--- config.mk ---
export PLATFORM = sky130hd
export DESIGN_NAME = cdb_arbiter
export DESIGN_NICKNAME = d
export VERILOG_FILES = /design/src/rtl/cdb_arbiter.sv
export SDC_FILE = /design/constraint.sdc
export NUM_CORES = 1
export LEC_CHECK = 0
export CORE_MARGIN = 10
export CORE_UTILIZATION = 37
export CTS_CLUSTER_DIAMETER = 100
export DETAILED_ROUTE_END_ITERATION = 12
export PLACE_DENSITY = 0.67
export SYNTH_ARGS = -nofsm -noshare
export SYNTH_HDL_FRONTEND = slang
export SYNTH_SLANG_ARGS = --single-unit
--- constraint.sdc ---
create_clock -name clk -period 11.55 [get_ports clk]
set_input_delay 2.8875 -clock clk [delete_from_list [all_inputs] [get_ports clk]]
set_output_delay 2.8875 -clock clk [all_outputs]
set_load 0.03 [all_outputs]
--- src/rtl/cdb_arbiter.sv ---
// cdb_arbiter: buffers per-unit results in small FIFOs and grants one head per cycle,
// round-robin, onto a registered common data bus feeding the ROB.
module cdb_arbiter #(
    parameter int NUM_SRC    = 3,
    parameter int FIFO_DEPTH = 2,
    parameter int ROB_LOG    = 4,
    parameter int DATA_W     = 32
) (
    input  logic                         clk,
    input  logic                         rst,
    input  logic                         rdy,
    input  logic                         flush,
    input  logic [NUM_SRC-1:0]           src_valid,
    output logic [NUM_SRC-1:0]           src_ready,
    input  logic [NUM_SRC*DATA_W-1:0]    src_value,
    input  logic [NUM_SRC*DATA_W-1:0]    src_topc,
    input  logic [NUM_SRC*ROB_LOG-1:0]   src_robid,
    output logic                         cdb_valid,
    output logic [DATA_W-1:0]            cdb_value,
    output logic [DATA_W-1:0]            cdb_topc,
    output logic [ROB_LOG-1:0]           cdb_robid,
    output logic [$clog2(NUM_SRC)-1:0]   cdb_src
);
    localparam int SRC_W = $clog2(NUM_SRC);
    localparam int PTR_W = $clog2(FIFO_DEPTH);
    localparam int CNT_W = $clog2(FIFO_DEPTH + 1);
    localparam int ENT_W = 2 * DATA_W + ROB_LOG;

    logic [ENT_W-1:0] mem [NUM_SRC][FIFO_DEPTH];
    logic [PTR_W-1:0] head [NUM_SRC];
    logic [PTR_W-1:0] tail [NUM_SRC];
    logic [CNT_W-1:0] count [NUM_SRC];
    logic [SRC_W-1:0] rr_ptr, winner;
    logic             found;
    logic [NUM_SRC-1:0] push, pop;
    logic [ENT_W-1:0] win_ent;

    // Scan from the farthest offset down so the nearest non-empty source after rr_ptr wins.
    always_comb begin
        found  = 1'b0;
        winner = '0;
        for (int k = NUM_SRC - 1; k >= 0; k--) begin
            if (count[(int'(rr_ptr) + k) % NUM_SRC] != '0) begin
                found  = 1'b1;
                winner = SRC_W'((int'(rr_ptr) + k) % NUM_SRC);
            end
        end
    end

    assign win_ent = mem[winner][head[winner]];

    always_comb begin
        src_ready = '0;
        push      = '0;
        pop       = '0;
        for (int i = 0; i < NUM_SRC; i++) begin
            src_ready[i] = (count[i] != CNT_W'(FIFO_DEPTH)) && !flush;
            push[i]      = rdy && !flush && src_valid[i] && src_ready[i];
            pop[i]       = rdy && !flush && found && (winner == SRC_W'(i));
        end
    end

    always_ff @(posedge clk) begin
        for (int i = 0; i < NUM_SRC; i++)
            if (push[i])
                mem[i][tail[i]] <= {src_value[i*DATA_W +: DATA_W], src_topc[i*DATA_W +: DATA_W],
                                    src_robid[i*ROB_LOG +: ROB_LOG]};
    end

    always_ff @(posedge clk or posedge rst) begin
        if (rst) begin
            for (int i = 0; i < NUM_SRC; i++) begin
                count[i] <= '0;
                head[i]  <= '0;
                tail[i]  <= '0;
            end
            rr_ptr    <= '0;
            cdb_valid <= 1'b0;
            cdb_value <= '0;
            cdb_topc  <= '1;
            cdb_robid <= '0;
            cdb_src   <= '0;
        end else if (flush) begin
            for (int i = 0; i < NUM_SRC; i++) begin
                count[i] <= '0;
                head[i]  <= '0;
                tail[i]  <= '0;
            end
            rr_ptr    <= '0;
            cdb_valid <= 1'b0;
        end else if (rdy) begin
            for (int i = 0; i < NUM_SRC; i++) begin
                count[i] <= count[i] + CNT_W'(push[i]) - CNT_W'(pop[i]);
                if (push[i]) tail[i] <= tail[i] + 1'b1;
                if (pop[i])  head[i] <= head[i] + 1'b1;
            end
            cdb_valid <= found;
            if (found) begin
                {cdb_value, cdb_topc, cdb_robid} <= win_ent;
                cdb_src <= winner;
                rr_ptr  <= (winner == SRC_W'(NUM_SRC - 1)) ? '0 : winner + 1'b1;
            end
        end
    end
endmodule

=== Word level (Yosys, flattened, before mapping) ===
Memory sizes are Yosys's and may differ from the RTL's.
Cells that the tools add are included.

* Add/sub/neg operators: 15
* Reductions and logical operators: 38
* Divide/modulo/power cells: 3
* Bitwise logic cells: 9
* Equality and inequality tests: 5
* Magnitude comparators: 11
* Multiplexer cells: 51

{| class="wikitable"
|+ Operators with widths
! cell !! count
|-
| $mux W136 || 3
|-
| $mux W68 || 6
|-
| $demux W68 S1 || 3
|-
| $ge A32 B3 Y1 const B || 3
|-
| $not A32 Y32 || 3
|-
| $mod A32 B3 Y32 const B || 2
|-
| $mod A3 B3 Y32 const B || 1
|-
| $mux W2 || 13
|-
| $reduce_bool A2 Y1 || 11
|-
| $logic_and A1 B1 Y1 || 17
|-
| $mux W1 || 16
|-
| $reduce_and A2 Y1 || 7
|-
| $bmux W2 S2 || 3
|-
| $mux W3 || 4
|-
| $mux W6 || 2
|-
| $ge A2 B2 Y1 const B || 4
|-
| $not A1 Y2 || 4
|-
| $add A1 B1 Y1 const B || 6
|-
| $add A2 B1 Y2 || 3
|-
| $lt A2 B1 Y1 const B || 3
|-
| $ne A2 B2 Y1 const B || 3
|-
| $sub A2 B1 Y2 || 3
|-
| $add A2 B1 Y3 const B || 1
|-
| $add A2 B2 Y3 const B || 1
|-
| other kinds (10) || 10
|}

* Register bits: 85
* Memories: 1
* Bits of input ports: 211
* Output and inout bits: 74
* Logic and storage cells: 148
* Bits in writable memories: 408

{| class="wikitable"
|+ Memories
! memory !! words !! bits a word !! read ports !! clocked after Yosys merged registers in !! write ports !! RTL line !! text
|-
| mem || 3 || 136 || 1 || 0 || 3 || 29 || <nowiki>logic [ENT_W-1:0] mem [NUM_SRC][FIFO_DEPTH];</nowiki>
|}

=== Depth between registers and ports, before layout ===
* Depth after elaboration: 18
* Gate-level depth with buffers: 17

=== Worst setup path after synthesis ===
OpenSTA, ideal clock, no wires.

* Path kind: input to register
* Start point: input port rdy
* End point: memory mem[0][0] (netlist name), enable pin
* Stages: 4
* Library setup time: 495 ps
* Buffers on the path: 1
* Slack: 4592 ps
* Data arrival time: 6464 ps
* Path through: clkbuf_1 > nor2b_1 > nand3_1 > nor2_1

{| class="wikitable"
|+ RTL lines
! what !! RTL line !! text
|-
| from (decl) || 11 || <nowiki>input logic rdy,</nowiki>
|-
| to (decl) || 29 ||
|}

=== Final worst setup path ===
* Start point: input port flush
* End point: output port src_ready[1]

* Word-level cells in the longest chain between the ends: 2

{| class="wikitable"
|+ Ends and longest elaborated chain
! what !! RTL line !! text
|-
| from (decl) || 12 || <nowiki>input logic flush,</nowiki>
|-
| $logic_not A1 Y1 || 57 || <nowiki>src_ready[i] = (count[i] != CNT_W'(FIFO_DEPTH)) && !flush;</nowiki>
|-
| $logic_and A1 B1 Y1 || 57 ||
|-
| to (decl) || 14 || <nowiki>output logic [NUM_SRC-1:0] src_ready,</nowiki>
|}

Every way passes these cells.

==> summary.md <==
| Metric | Value |
|---|---|
| Antenna Violating Nets Remaining | 0 |
| GP Congestion | 0.8009 |
| Slowest cell delay on critical path | 0.76 ns |
| Crit path kind | in2out |
| Top-count cell post-synth | edfxtp_1 |
| Clock skew | 0.01562 ns |
| Top_reg_cell synth | edfxtp_1 |
| Worst hold-check path type | reg2reg |
| Net switching power | 1.436 mW |
| Maximum capacitance violations | 0 |
| CTS Hold Bufs | 0 |
| RSZ-0062 raised after global routing | false |
| Share of layout cells above drive strength 1 | 17.36% |
| VDD IR-drop max | 0.0001234 V |
| DRT Wirelength | 52580 microns |
| Layout Utilization | 47.36% |
| Placed insts | 2091 |
| Finished Layout Cells | 2191 |
| Core Footprint | 52550 sq um |
| Sw Ratio | 28.67% |
| Drt wl/cell | 24.00 microns |
| Cells after Synth | 1183 |
| Vias in the first global route | 12610 |
| Number of synthesized flops with an enable pin | 408 |
| Distinct cells, synth | 49 |
| Max frequency | 0.1335 GHz |
| Power per cell area | 201.2 nW/um^2 |
| Setup Total Neg Slack | 0 ns |
| Syn Nets | 1403 |
| Hold_ws | 0.5360 ns |
| CTS tree | built |
| Period utilisation layout | 64.83% |
| Comb pwr share | 22.5% |
| # clock sinks | 493 |
| Number of core rows | 84 |
| Leading post-synthesis cells by cell area | edfxtp_1 (62%), dfrtp_1 (6.8%), a22oi_1 (5.2%) |
| Clock buffer depth | 3 |
| CP cell instances | clkdlybuf4s50_1 > nor2b_1 > clkdlybuf4s50_1 |
| Area leader, netlist | edfxtp_1 |
| Crit-path slowest cell | clkdlybuf4s50_1 |
| Starting density of the core | 37.33% |
| First-pass GRT wire length | 78360 microns |
| Post-synth top cells | edfxtp_1 (408), nand3_1 (141), a22oi_1 (136) |
| Flip-flop and latch area | 14420 sq um |
| Clock slew at reported path FFs | 0.06 ns |
| H-tree Lvls | 2 |
| Latest clock arrival within the worst-skew pair | 0.59 ns |
| Tot Pwr | 5.007 mW |
| Die Height | 250.2 microns |
| Status | finished clean |
| Cell internal pwr | 3.572 mW |
| Syn Area/Cell | 16.58 sq um |
| Met1 WL | 21630 microns |
| Avg Vias per Cell | 5.357 |
| Max-slew headroom | 21.38% |
| DR WL met3 | 3154 microns |
| Die area | 62620 sq um |
| Final #Nets | 1676 |
| DRC | 0 |
| Initial antenna violation count | 6 |
| Post-synthesis register bit count | 493 |
| YS warnings | 0 |
| Multi-input gate area | 4821 sq um |
| Seq/Total Area, Yosys | 73.51% |
| Port-buffer cells | 284 |
| Grt total ovfl | 0 |
| DP Area | 23170 sq um |
| Crit path DAT | 4.60 ns |
| Required time worst endpoint | 8.66 ns |
| Post-synth top area share | 62.46% |
| Largest net degree at the start of global routing | 79 |
| Sequential share of power | 44.6% |
| 1st-pass router iterations | 5 |
| Number of gates resized after CTS | 0 |
| Period minus WS final | 7.488 ns |
| Slew Limit Fails | 0 |
| Fill cells | 4514 |
| Post-CTS setup buffers | 0 |
| Die W | 250.2 microns |
| Clk Tree Root Cell | clkbuf_16 |
| Setup crit end kind | output pin |
| Startpoint types | input pin |
| Clk pwr share | 32.8% |
| Final Worst Setup Slack | 4.062 ns |
| Setup Viol. Count Final | 0 |
| Overall Global Routing Usage | 16.24% |
| Ys async rst share | 17.24% |
| Post-DP HPWL | 32250 microns |
| Most used cell, CP | clkdlybuf4s50_1 |
| WL met2 | 26790 microns |
| DR top layer | met5 |
| Area Overhead vs Synth | 26.89% |
| Worst Tran Pin Value | 1.175 ns |
| Initial DRC count | 719 |
| TritonCTS Buffers | 51 |
| # IOs | 285 |
| Synthesized area | 19620 sq um |
| P_leak | 7.990 nW |
| Worst-path fanout max | 19 |
| Fin area | 24890 sq um |
| Final Hold Fails | 0 |
| Pre-CTS setup slack | 4.060 ns |
| DR vias | 11740 |
## state kept, by name (all words and copies together), names as in the netlist
name / count
mem: 408
rr_ptr: 2
cdb_valid: 1
cdb_robid: 4
cdb_src: 2
cdb_topc: 32
cdb_value: 32
tail: 3
count: 6
head: 3
## path summary, 6_finish.rpt
| kind | from | to | slack [ns] | cells after the start |
|---|---|---|---|---|
| worst max register to register | rr_ptr[1] | count[1] | 7.09 | 15 |
| min in group asynchronous | rst | cdb_value[24] | 2.77 | 2 |
| worst min register to register | mem[0][99] | cdb_topc[27] | 0.54 | 2 |
| worst max-delay path | flush | src_ready[1] | 4.06 | 3 |
| worst min-delay path | mem[0][99] | cdb_topc[27] | 0.54 | 2 |
| max in group asynchronous | rst | count[1] | 7.54 | 3 |
## layer usage
| metal | vias up | GRT usage (%) |
|---|---|---|
| met5 | - | 0 |
| li1 | 5242 | - |
| met2 | 369 | 27.78 |
| met1 | 6057 | 20.45 |
| met3 | 68 | 3.304 |
| met4 | 2 | 4.682 |
## worst max-delay path, delay by kind of cell
kind          cells  cell delay, ns
buf+inv           2            1.46
simple gates      1            0.25
## logic make-up (layout without fill, tap and decap cells)
family          Yosys count  after routing  synth area share (%)
xor+xnor                  8              8                0.3572
other cells               0              5                     0
compound gates          239            239                 11.95
simple gates            260            260                 6.290
buf+inv                 103            418                 2.418
flops                   493            493                 73.51
fa+ha+maj                 9              9                0.5741
mux                      71             71                 4.899
## power groups by stage
stage          clock (mW)  sequential [mW]  combinational, mW
6_report             1.64             2.24               1.13
5_1_grt              1.75             2.25               1.20
4_1_cts              1.69             2.24               1.15
3_5_place_dp            0             2.27               1.14
3_3_place_gp            0             2.27               1.12
2_1_floorplan           0             2.49              0.415
## cells in the final DEF (no fill, tap or decap), types with 5 or more instances in the layout
master and instances:
nand3_1 141, clkbuf_8 8, o21ai_0 6, clkinv_1 7, a41oi_2 58, nor2_4 6, nor2_1 80, clkbuf_1 9
diode_2 5, nand2_1 10, mux2_4 44, inv_1 15, clkbuf_16 52, dfrtp_1 53, a21o_1 5, clkdlybuf4s50_1 284
buf_4 22, clkinv_2 6, a41oi_1 10, xor2_1 6, mux2_1 21, a22oi_1 136, dfstp_2 32, nor2b_1 5
ha_1 9, nand2b_1 6, edfxtp_1 408
## area by class of cell
class | instances | area share (%)
clock inverter | 26 | 1.036
clock buffer | 69 | 5.806
inverter | 17 | 0.2664
multi-input combinational | 587 | 19.37
tap | 688 | 3.459
antenna | 5 | 0.05027
sequential | 493 | 57.93
timing repair buffer | 306 | 12.08
Note: power is estimated with default switching activity, not from simulation.
